===== src/rtl/m2p_serializer_if.sv =====
// -----------------------------------------------------------------------------
// m2p_serializer_if
// Bundles the method-call side and the output pipe side of m2p_serializer.
//
//   method_ena   [NCHAN]            per-channel call strobe
//   method_data  [NCHAN*PAYLOAD_W]  channel i at [i*PAYLOAD_W +: PAYLOAD_W]
//   method_rdy   [NCHAN]            channel i holding register is empty
//   pipe_enq_ena                    output beat valid
//   pipe_enq_v   [BEAT_W]           output beat data
//   pipe_enq_rdy                    downstream accepts the beat
//   overflow                        sticky: call dropped on a busy channel
//
// The slave modport is the serializer's view; master is the view of whoever
// makes calls and consumes the pipe.
// -----------------------------------------------------------------------------
interface m2p_serializer_if #(
   parameter int NCHAN     = 3,
   parameter int BEAT_W    = 32,
   parameter int PAYLOAD_W = 128
);
   logic [NCHAN-1:0]           method_ena;
   logic [NCHAN*PAYLOAD_W-1:0] method_data;
   logic [NCHAN-1:0]           method_rdy;
   logic                       pipe_enq_ena;
   logic [BEAT_W-1:0]          pipe_enq_v;
   logic                       pipe_enq_rdy;
   logic                       overflow;

   modport master (
      output method_ena, method_data, pipe_enq_rdy,
      input  method_rdy, pipe_enq_ena, pipe_enq_v, overflow
   );

   modport slave (
      input  method_ena, method_data, pipe_enq_rdy,
      output method_rdy, pipe_enq_ena, pipe_enq_v, overflow
   );
endinterface


===== src/rtl/m2p_serializer.sv =====
// -----------------------------------------------------------------------------
// m2p_serializer
// Method-to-pipe serializer. Each of NCHAN method channels has a one-deep
// holding register. Pending calls are granted round-robin and streamed out on
// a BEAT_W-wide ready/valid pipe as one header beat followed by CHAN_WORDS[i]
// payload beats, lowest word first.
//
// Header beat: [15:0] channel index, [31:16] total beats (payload + 1),
// all other bits zero.
//
// Ports:
//   CLK  rising-edge clock
//   RST  synchronous active-high reset
//   bus  m2p_serializer_if.slave (method_ena/method_data/method_rdy,
//        pipe_enq_ena/pipe_enq_v/pipe_enq_rdy, overflow)
//
// All pipe outputs come straight from registers; there is no combinational
// path from any input to pipe_enq_ena / pipe_enq_v.
// -----------------------------------------------------------------------------
module m2p_serializer #(
   parameter int                 NCHAN      = 3,
   parameter int                 BEAT_W     = 32,
   parameter int                 PAYLOAD_W  = 128,
   parameter logic [NCHAN*8-1:0] CHAN_WORDS = {8'd3, 8'd1, 8'd1}
) (
   input logic             CLK,
   input logic             RST,
   m2p_serializer_if.slave bus
);

   localparam int SEL_W = (NCHAN > 1) ? $clog2(NCHAN) : 1;

   typedef enum logic {IDLE, SEND} state_t;

   state_t               state_q, state_d;
   logic [SEL_W-1:0]     sel_q, sel_d;
   logic [SEL_W-1:0]     last_q, last_d;
   logic [7:0]           cnt_q, cnt_d;      // payload words already loaded
   logic                 ena_q, ena_d;
   logic [BEAT_W-1:0]    v_q, v_d;
   logic [NCHAN-1:0]     pend_q, pend_d;
   logic                 ovf_q, ovf_d;
   logic [NCHAN-1:0]     cap;
   logic [PAYLOAD_W-1:0] hold_q [NCHAN];

   logic                 grant_found;
   logic [SEL_W-1:0]     grant_idx;

   function automatic logic [7:0] chan_words(input logic [SEL_W-1:0] c);
      return CHAN_WORDS[c*8 +: 8];
   endfunction

   function automatic logic [BEAT_W-1:0] make_header(input logic [SEL_W-1:0] c);
      logic [BEAT_W-1:0] h;
      h        = '0;
      h[15:0]  = 16'(c);
      h[31:16] = {8'd0, chan_words(c)} + 16'd1;
      return h;
   endfunction

   // Round-robin: lowest pending index above last, else wrap to lowest
   // pending index at or below last.
   always_comb begin
      grant_found = 1'b0;
      grant_idx   = '0;
      for (int i = 0; i < NCHAN; i++) begin
         if (!grant_found && pend_q[i] && (SEL_W'(i) > last_q)) begin
            grant_found = 1'b1;
            grant_idx   = SEL_W'(i);
         end
      end
      for (int i = 0; i < NCHAN; i++) begin
         if (!grant_found && pend_q[i] && (SEL_W'(i) <= last_q)) begin
            grant_found = 1'b1;
            grant_idx   = SEL_W'(i);
         end
      end
   end

   // Next-state: capture, arbitration and beat sequencing
   always_comb begin
      state_d = state_q;
      sel_d   = sel_q;
      last_d  = last_q;
      cnt_d   = cnt_q;
      ena_d   = ena_q;
      v_d     = v_q;
      pend_d  = pend_q;
      ovf_d   = ovf_q;
      cap     = '0;

      for (int i = 0; i < NCHAN; i++) begin
         if (bus.method_ena[i]) begin
            if (!pend_q[i]) begin
               cap[i]    = 1'b1;
               pend_d[i] = 1'b1;
            end else begin
               ovf_d = 1'b1;
            end
         end
      end

      case (state_q)
         IDLE: begin
            if (grant_found) begin
               v_d     = make_header(grant_idx);
               ena_d   = 1'b1;
               sel_d   = grant_idx;
               cnt_d   = 8'd0;
               state_d = SEND;
            end else begin
               ena_d = 1'b0;
            end
         end
         SEND: begin
            // Without a handshake everything holds, keeping the beat stable.
            if (ena_q && bus.pipe_enq_rdy) begin
               if (cnt_q < chan_words(sel_q)) begin
                  v_d   = hold_q[sel_q][cnt_q*BEAT_W +: BEAT_W];
                  cnt_d = cnt_q + 8'd1;
               end else begin
                  // The selected channel is pending, so no capture above can
                  // collide with this clear; a same-cycle strobe overflowed.
                  pend_d[sel_q] = 1'b0;
                  last_d        = sel_q;
                  ena_d         = 1'b0;
                  state_d       = IDLE;
               end
            end
         end
         default: state_d = IDLE;
      endcase
   end

   // Stage boundary: control and output registers
   always_ff @(posedge CLK) begin
      if (RST) begin
         state_q <= IDLE;
         sel_q   <= '0;
         last_q  <= SEL_W'(NCHAN - 1);
         cnt_q   <= 8'd0;
         ena_q   <= 1'b0;
         v_q     <= '0;
         pend_q  <= '0;
         ovf_q   <= 1'b0;
      end else begin
         state_q <= state_d;
         sel_q   <= sel_d;
         last_q  <= last_d;
         cnt_q   <= cnt_d;
         ena_q   <= ena_d;
         v_q     <= v_d;
         pend_q  <= pend_d;
         ovf_q   <= ovf_d;
      end
   end

   // Stage boundary: payload holding registers (qualified by pending, no reset)
   always_ff @(posedge CLK) begin
      for (int i = 0; i < NCHAN; i++) begin
         if (cap[i]) begin
            hold_q[i] <= bus.method_data[i*PAYLOAD_W +: PAYLOAD_W];
         end
      end
   end

   assign bus.method_rdy   = ~pend_q;
   assign bus.pipe_enq_ena = ena_q;
   assign bus.pipe_enq_v   = v_q;
   assign bus.overflow     = ovf_q;

endmodule


===== src/flat_wrapper.sv =====
// flat-port wrapper written by rule: the top's interface ports become plain ports
module m2p_serializer_flat 
#(
   parameter int                 NCHAN      = 3,
   parameter int                 BEAT_W     = 32,
   parameter int                 PAYLOAD_W  = 128,
   parameter logic [NCHAN*8-1:0] CHAN_WORDS = {8'd3, 8'd1, 8'd1}
)
  (CLK, RST, bus_method_ena, bus_method_data, bus_pipe_enq_rdy, bus_method_rdy, bus_pipe_enq_ena, bus_pipe_enq_v, bus_overflow);
  m2p_serializer_if #(.NCHAN(NCHAN), .BEAT_W(BEAT_W), .PAYLOAD_W(PAYLOAD_W)) bus_i ();
  input logic CLK;
  input logic RST;
  input wire logic [$bits(bus_i.method_ena)-1:0] bus_method_ena;
  input wire logic [$bits(bus_i.method_data)-1:0] bus_method_data;
  input wire logic [$bits(bus_i.pipe_enq_rdy)-1:0] bus_pipe_enq_rdy;
  output wire logic [$bits(bus_i.method_rdy)-1:0] bus_method_rdy;
  output wire logic [$bits(bus_i.pipe_enq_ena)-1:0] bus_pipe_enq_ena;
  output wire logic [$bits(bus_i.pipe_enq_v)-1:0] bus_pipe_enq_v;
  output wire logic [$bits(bus_i.overflow)-1:0] bus_overflow;
  assign bus_i.method_ena = bus_method_ena;
  assign bus_i.method_data = bus_method_data;
  assign bus_i.pipe_enq_rdy = bus_pipe_enq_rdy;
  assign bus_method_rdy = bus_i.method_rdy;
  assign bus_pipe_enq_ena = bus_i.pipe_enq_ena;
  assign bus_pipe_enq_v = bus_i.pipe_enq_v;
  assign bus_overflow = bus_i.overflow;
  m2p_serializer #(.NCHAN(NCHAN), .BEAT_W(BEAT_W), .PAYLOAD_W(PAYLOAD_W), .CHAN_WORDS(CHAN_WORDS)) u_core (.CLK(CLK), .RST(RST), .bus(bus_i));
endmodule

===== config.mk =====
export PLATFORM = sky130hd
export DESIGN_NAME = m2p_serializer_flat
export DESIGN_NICKNAME = d
export VERILOG_FILES = /design/src/rtl/m2p_serializer_if.sv /design/src/rtl/m2p_serializer.sv /design/src/flat_wrapper.sv
export SDC_FILE = /design/constraint.sdc
export NUM_CORES = 1
export LEC_CHECK = 0
export BUFFER_PORTS_ARGS = -buffer_cell sky130_fd_sc_hd__clkbuf_2
export CAP_MARGIN = 10
export CORE_UTILIZATION = 57
export DETAILED_ROUTE_END_ITERATION = 7
export PLACE_DENSITY = 0.85
export SETUP_SLACK_MARGIN = 0.2
export SYNTH_ARGS = -nofsm -noshare
export SYNTH_HDL_FRONTEND = slang
export SYNTH_SLANG_ARGS = --single-unit

===== constraint.sdc =====
create_clock -name CLK -period 17.4 [get_ports CLK]
set_input_delay 3.48 -clock CLK [delete_from_list [all_inputs] [get_ports CLK]]
set_output_delay 3.48 -clock CLK [all_outputs]
set_load 0.005 [all_outputs]

==> metrics.md, run 1 <==
| Metric | Value |
|---|---|
| Status | finished, final reports clean |
| Reg clk slew, reported paths | 60 ps |
| Height of the die | 174 um |
| Fin cells | 1,785 |
| LEAKAGE | 7.75 nW |
| Compound-gate portion of the synthesized area | 7.99% |
| Worst reg-to-reg path cell count | 6 |
| Tot GR Track Use | about 29% |
| Htree depth | 2 |
| Setup crit end kind | register |
| Cell Area, Synth | 16,900 um^2 |
| I/O pin count | around 430 |
| Number of clock sinks | between 400 and 500 |
| CTS tree | built |
| Final net count | 1,755 |
| Yosys cell types | 55 |
| Power Density | 111 nW/um^2 |
| Die Wd | 174 um |
| Area of the multi-input gates | 4060 um^2 |
| Final GP Congestion | 0.907 |
| Switching power | about 0.50 mW |
| Total Power | 2.31 mW |
| Async set-reset flop share out of synthesis | 0% |
| Adder-cell share of the synthesized area | less than 1% |
| Remaining global-route overflow | 0 |
| Worst skew pair latency | around 530 ps |
| Bufs on Longest Clock Path | 3 |
| Routed WL | 43.9 mm |
| First-pass GRT wire length | 64.6 mm |
| Simple-Gate Fraction of Synth Area | between 2 and 3% |
| Net switching fraction of the power | a little over a fifth |
| Main combinational cell family by area after synthesis | multiplexers |
| Critical path required time | between 15,000 and 20,000 ps |
| Residual DRC count | 0 |
| Root buffer cell | clkbuf_16 |
| Total negative slack | 0 ps |
| Max_cap viols | 0 |
| Final Hold Slack | approximately 480 ps |
| Period utilization | between 30% and 40% |
| Worst R2R Setup Slack | 13,840 ps |
| Synthesis-to-finish area growth | 22.8% |
| Final min period | 5240 ps |
| RSZ-0062 raised after global routing | no |
| Worst Path Arrival | 5580 ps |
| Clock skew after layout | 16.2 ps |
| I/O Buffers | around 430 |
| 1st-iter DRT viols | 1,151 |
| Via count | 10,600 |
| Main synth FF type | edfxtp_1 |
| Layout cells sized above 1 | roughly 48% |
| FILL cells | 1,803 |
| Setup Viol. Count Final | 0 |
| Post-CTS Setup Bufs | 0 |
| Finished layout cell area | between 20,000 and 25,000 um^2 |
| DP Cell Count | 1,702 |
| Wire per inst | about 25 um |
| CTS Buf Count | 43 |
| Post-synthesis mux area share | between 10% and 20% |
| Sequential Power Share | 53.5% |
| Startpoint Class | primary input |
| Post-place instance area | ~19,000 um^2 |
| Slew headroom | a little under a quarter |
| Comb power frac | between 7 and 8% |
| Fin. Hold Viols | 0 |
| Post-synth EDFFs | around 380 |
| HP Class | register to register |
| Quantity of hold-fixing buffers added after cts | 0 |
| Starting Density | 58.3% |
| TritonRoute pass-1 iters | 7 |
| Total die area | 30,300 um^2 |
| Sequential cell area | 12,600 um^2 |
| Xor/xnor share of the synthesized area | 0% |
| Crit path kind | primary input to register |
| Worst-path fanout max | 30 |
| Post-synth net total | 1,335 |
| FP Rows | 62 |
| Hold path depth | 2 |
| Pin count of the biggest net entering global routing | just over 80 |
| Max IR drop VDD | 0.0823 mV |
| Register area share after synthesis | 74.5% |
| #FFs+latches synth | 436 |
| Worst-Margin Slew | 1150 ps |
| Vias in the first global route | 11,000 |
| Clock power frac | 38.5% |
| Resize count post-CTS | 0 |
| P_int | between 1.5 and 2 mW |
| Initial antenna violation count | 8 |
| Vias per Instance | around 5.9 |
| Mapped Cells | 943 |
| Core ar. | 28,900 um^2 |
| Slew Viols, Final | 0 |
| Max Fclk | 191 MHz |
| Mean cell area of the mapped netlist | 17.9 um^2 |
| DRT antenna net count | 0 |
| HPWL after detailed placement | 29.9 mm |
| Ys Warns | 0 |
==> path summary, 6_finish.rpt <==
path,end,from
worst min-delay path,u_core.bus.pipe_enq_v[3],u_core.bus.pipe_enq_v[3]
worst max register to register,u_core.bus.pipe_enq_v[27],u_core.cnt_q[1]
worst max-delay path,u_core.bus.pipe_enq_v[0],bus_pipe_enq_rdy
worst min register to register,u_core.bus.pipe_enq_v[3],u_core.bus.pipe_enq_v[3]
==> cell usage in the layout, fill, tap and decap left out, types with 2 or more instances in the layout <==
cell,instances
dfxtp_2,3
a311oi_2,3
buf_4,11
a21o_1,28
nor3_1,7
clkbuf_1,8
a32oi_1,3
nor2b_4,5
nand2_1,10
mux2i_1,14
a22oi_1,6
clkinv_1,9
nor2b_1,2
edfxtp_1,384
mux4_2,33
o21a_1,5
nor4_1,2
ha_1,2
and3_1,2
clkbuf_2,426
a21oi_1,42
nor2_1,11
clkinvlp_4,2
o22ai_1,29
dfxtp_1,48
inv_1,8
clkinv_2,8
nand2b_1,27
diode_2,7
a222oi_1,28
nand3_1,9
clkbuf_16,45
a211oi_1,2
mux2_2,112
bufinv_16,3
o21ai_0,28
==> state kept, by name, indices dropped and copies added, names as in the netlist, named ones only <==
name and cells:
u_core.bus.pipe_enq_ena 1, u_core.pend_q 3, u_core.hold_q 384, u_core.cnt_q 8, u_core.bus.pipe_enq_v 32, u_core.bus.overflow 1
u_core.last_q 2, u_core.sel_q 2, u_core.state_q 1
==> critical path, cell delays in order <==
cell       delay, ps
clkbuf_2          90
and3_1           210
o2111ai_1        490
nand2_1         1070
a311oi_2         230
==> power groups by stage <==
stage	Sequential, mW	Combinational, mW	Clock (mW)
after floorplan	1.25	0.0982	0
after global placement	1.25	0.177	0
after detailed placement	1.25	0.181	0
after CTS	1.23	0.183	0.898
after global routing	1.24	0.196	0.941
final	1.23	0.183	0.888
==> stage by stage <==
| step | worst slack [ps] | util [%] |
|---|---|---|
| after global routing | 12000 | 71.6 |
| final | 12160 | 71.6 |
| after CTS | 12220 | 71.6 |
| after global placement | 11710 | 66.9 |
| after floorplan | 7740 | - |
| after detailed placement | 11670 | 66.9 |
==> cells by family after synthesis <==
logic type / after synthesis
flops: 436
compound gates: 189
mux: 159
simple gates: 87
buf+inv: 70
fa+ha+maj: 2
==> routing by layer <==
layer	global-route usage, %	routed length (um)	up-vias
met5	0	13	-
met4	12.3	1620	2
met3	6.58	4300	91
met2	47.8	21700	676
met1	37.1	16300	5160
li1	-	-	4649
==> Yosys cell counts (all sizes together), types with 9 or more instances <==
cell      n  area, um^2
mux4     33         743
o21ai    28         140
edfxtp  384       11500
clkbuf   36         135
o22ai    29         181
nand2    10        37.5
dfxtp    52        1040
a222oi   28         280
nand2b   27         169
a21oi    42         210
nor2     12        45.0
mux2    112        1260
nand3     9        45.0
mux2i    14         140
buf      26         135
a21o     29         219
==> area by class of cell <==
| cell class | instances | area share (%) |
|---|---|---|
| sequential | 436 | 60.7 |
| multi-input combinational | 437 | 19.6 |
| timing repair buffer | 437 | 10.7 |
| clock buffer | 53 | 5.58 |
| tap | 384 | 2.32 |
| clock inverter | 23 | 0.906 |
| inverter | 8 | 0.145 |
| antenna | 7 | 0.0845 |
Power figures use the tool's default switching activity.
==> run 2, diff against run 1 <==
--- a/config.mk
+++ b/config.mk
@@ -7,9 +7,9 @@
 export LEC_CHECK = 0
 export BUFFER_PORTS_ARGS = -buffer_cell sky130_fd_sc_hd__clkbuf_2
 export CAP_MARGIN = 10
-export CORE_UTILIZATION = 57
+export CORE_UTILIZATION = 53
 export DETAILED_ROUTE_END_ITERATION = 7
-export PLACE_DENSITY = 0.85
+export PLACE_DENSITY = 0.8
 export SETUP_SLACK_MARGIN = 0.2
 export SYNTH_ARGS = -nofsm -noshare
 export SYNTH_HDL_FRONTEND = slang
==> constraint.sdc (replaced) <==
create_clock -name CLK -period 5.4 [get_ports CLK]
set_input_delay 1.08 -clock CLK [delete_from_list [all_inputs] [get_ports CLK]]
set_output_delay 1.08 -clock CLK [all_outputs]
set_load 0.005 [all_outputs]
==> metrics.md, run 2 (same netlist as run 1, synthesis figures left out) <==
| Metric | Value |
|---|---|
| Tot GR Track Use | 26.1% (-2.8 points) |
| HPWL after detailed placement | 29.2 mm (-2.6%) |
| Finished layout cell area | 20,800 um^2 (+0.57%) |
| Met1 usage | 34.8% (-2.3 points) |
| CTS Buf Count | 43 (unchanged) |
| Slew headroom | 23.9% (+0.88 points) |
| Starting Density | 54.5% (-3.9 points) |
| Worst skew pair latency | 540 ps (about the same) |
| Final min period | 3050 ps |
| Worst reg-to-reg path cell count | 8 (+2) |
| I/O Buffers | 426 (unchanged) |
| Htree depth | 2 (unchanged) |
| Final Hold Slack | 488 ps (+3.61 ps) |
| Status | finished, final reports clean |
| Clock skew after layout | 17.8 ps (+1.61 ps) |
| Area of the multi-input gates | 4060 um^2 (unchanged) |
| Critical path buffer and inverter count | 3 (+2) |
| Worst-path fanout max | 16 (-47%) |
| Reg clk slew, reported paths | 60 ps (about the same) |
| Via count | 10,600 (-0.22%) |
| Core Util, Final | 67.3% (-4.4 points) |
| RSZ-0062 raised after global routing | no |
| Remaining global-route overflow | 0 (unchanged) |
| Max reg flops | 384 (unchanged) |
| LEAKAGE | 7.79 nW (+0.50%) |
| Busiest grt layer | met2 |
| Worst Hold Path EP | u_core.bus.pipe_enq_v[23] |
| Die Wd | 180 um (+3.7%) |
| Slew Viols, Final | 0 (unchanged) |
| Synthesis-to-finish area growth | 23.5% |
| CP max stage delay | 730 ps (-340 ps) |
| I/O pin count | 427 (unchanged) |
| CP Cell Sequence | inv_1, nand2_1, ha_1, inv_1, o2111ai_1, nand2_1, buf_8, a311oi_2 |
| Period utilization | 56.4% |
| Initial antenna violation count | 6 (-2) |
| Power Density | 363 nW/um^2 (+230%) |
| Crit path kind | register to register |
| Total Power | 7.58 mW (+230%) |
| Quantity of hold-fixing buffers added after cts | 0 (unchanged) |
| Height of the die | 180 um (+3.7%) |
| CTS tree | built |
| Residual DRC count | 0 (unchanged) |
| Commonest non-fill, non-tap cells in the layout | 426 x clkbuf_2, 384 x edfxtp_1, 112 x mux2_2 |
| Max IR drop VDD | 0.284 mV (+240%) |
| Total negative slack | 0 ps (unchanged) |
| HP Class | register to register |
| Max Fclk | approximately 330 MHz |
| Root buffer cell | clkbuf_16 |
| Core ar. | 31,000 um^2 (+7.1%) |
| FF-to-FF Start | u_core.sel_q[0] |
| Resize count post-CTS | 0 (unchanged) |
| Bufs on Longest Clock Path | 3 (unchanged) |
| FILL cells | 2,046 (+13%) |
| Post-place instance area | 19,400 um^2 (+0.18%) |
| Met2 Track Usage GR | 42.9% (-4.9 points) |
| First-pass GRT wire length | 63.5 mm (-1.8%) |
| Layout cells sized above 1 | 47.5% (-0.18 points) |
| Worst Path Arrival | 3480 ps (-2100 ps) |
| Delay-heaviest family, CP | compound AO/OA/AOI/OAI gates |
| Critical-path top delay cell | o2111ai_1 |
| TritonRoute pass-1 iters | 6 (-1) |
| Vias per Instance | 5.87 (-0.88%) |
| Vias in the first global route | 10,700 (-2.7%) |
| Startpoint Class | register |
| Fin. Hold Viols | 0 (unchanged) |
| Hold wc startpoint | u_core.bus.pipe_enq_v[23] |
| Final GP Congestion | 0.898 (-1.0%) |
| Hold path depth | 2 (unchanged) |
| Met3 GRT Util | 5.32% (-1.3 points) |
| Worst r2r dst | u_core.bus.pipe_enq_v[1] |
| Commonest non-fill, non-tap cell in the layout | clkbuf_2 |
| Biggest register | u_core.hold_q |
| Wire per inst | 24.0 um (-2.3%) |
| Routed WL | 43.2 mm (-1.6%) |
| Worst-Margin Slew | 1140 ps (-12.8 ps) |
| Number of clock sinks | 436 (unchanged) |
| Total die area | 32,600 um^2 (+7.5%) |
| DRT antenna net count | 0 (unchanged) |
| Sequential cell area | 12,600 um^2 (unchanged) |
| Worst R2R Setup Slack | 2350 ps (-11,490 ps) |
| Critical path required time | 5830 ps (-11,910 ps) |
| Final net count | 1,752 (-0.17%) |
| Post-CTS Setup Bufs | 0 (unchanged) |
| 1st-iter DRT viols | 989 (-14%) |
| Setup crit end kind | register |
| Max_cap viols | 0 (unchanged) |
| FP Rows | 64 (+3.2%) |
| Pin count of the biggest net entering global routing | 129 (+55%) |
| Setup Viol. Count Final | 0 (unchanged) |
run 2: worst min-delay path: stages, from the launching register on:
cell and delay, ps:
dfxtp_1 310, nand2b_1 70, o22ai_1 60
run 2: how the worst max path moves through the flow:
stage	from	to	slack (ps)	cells after the start
global route	u_core.sel_q[0]	u_core.bus.pipe_enq_v[30]	2140	7
CTS	u_core.sel_q[0]	u_core.bus.pipe_enq_v[1]	2150	7
floorplan	bus_method_ena[2]	u_core.hold_q[2][0]	550	1
global placement	bus_pipe_enq_rdy	u_core.bus.pipe_enq_v[0]	2150	5
detailed placement	bus_pipe_enq_rdy	u_core.bus.pipe_enq_v[1]	2040	5
finish	u_core.sel_q[0]	u_core.bus.pipe_enq_v[1]	2350	8
run 2: final cells by class:
cell class / instances / share of cell area, %
well taps: 396 / 2.38
multi-input cells: 437 / 19.5
clock buffers: 52 / 5.37
clock inverters: 28 / 1.41
inverters: 8 / 0.144
diodes: 6 / 0.0720
flip-flops and latches: 436 / 60.4
repair buffers: 434 / 10.8
run 2: layer usage:
metal	up-vias	wire length, um
li1	4659	-
met1	5220	17100
met2	594	21100
met3	82	3710
met4	0	1270
met5	-	0
run 2: stage by stage:
stage               setup WS, ps  instances
global route                2140       1797
global placement            2150       1710
floorplan                    545        943
finish                      2350       1797
detailed placement          2040       1710
CTS                         2150       1790
run 2: where the power goes:
part           switching, mW  internal, mW  total (mW)
Sequential            0.0806          3.89        3.97
Clock                   1.24          1.77        3.01
Combinational          0.312         0.282       0.595
Total                   1.63          5.95        7.58
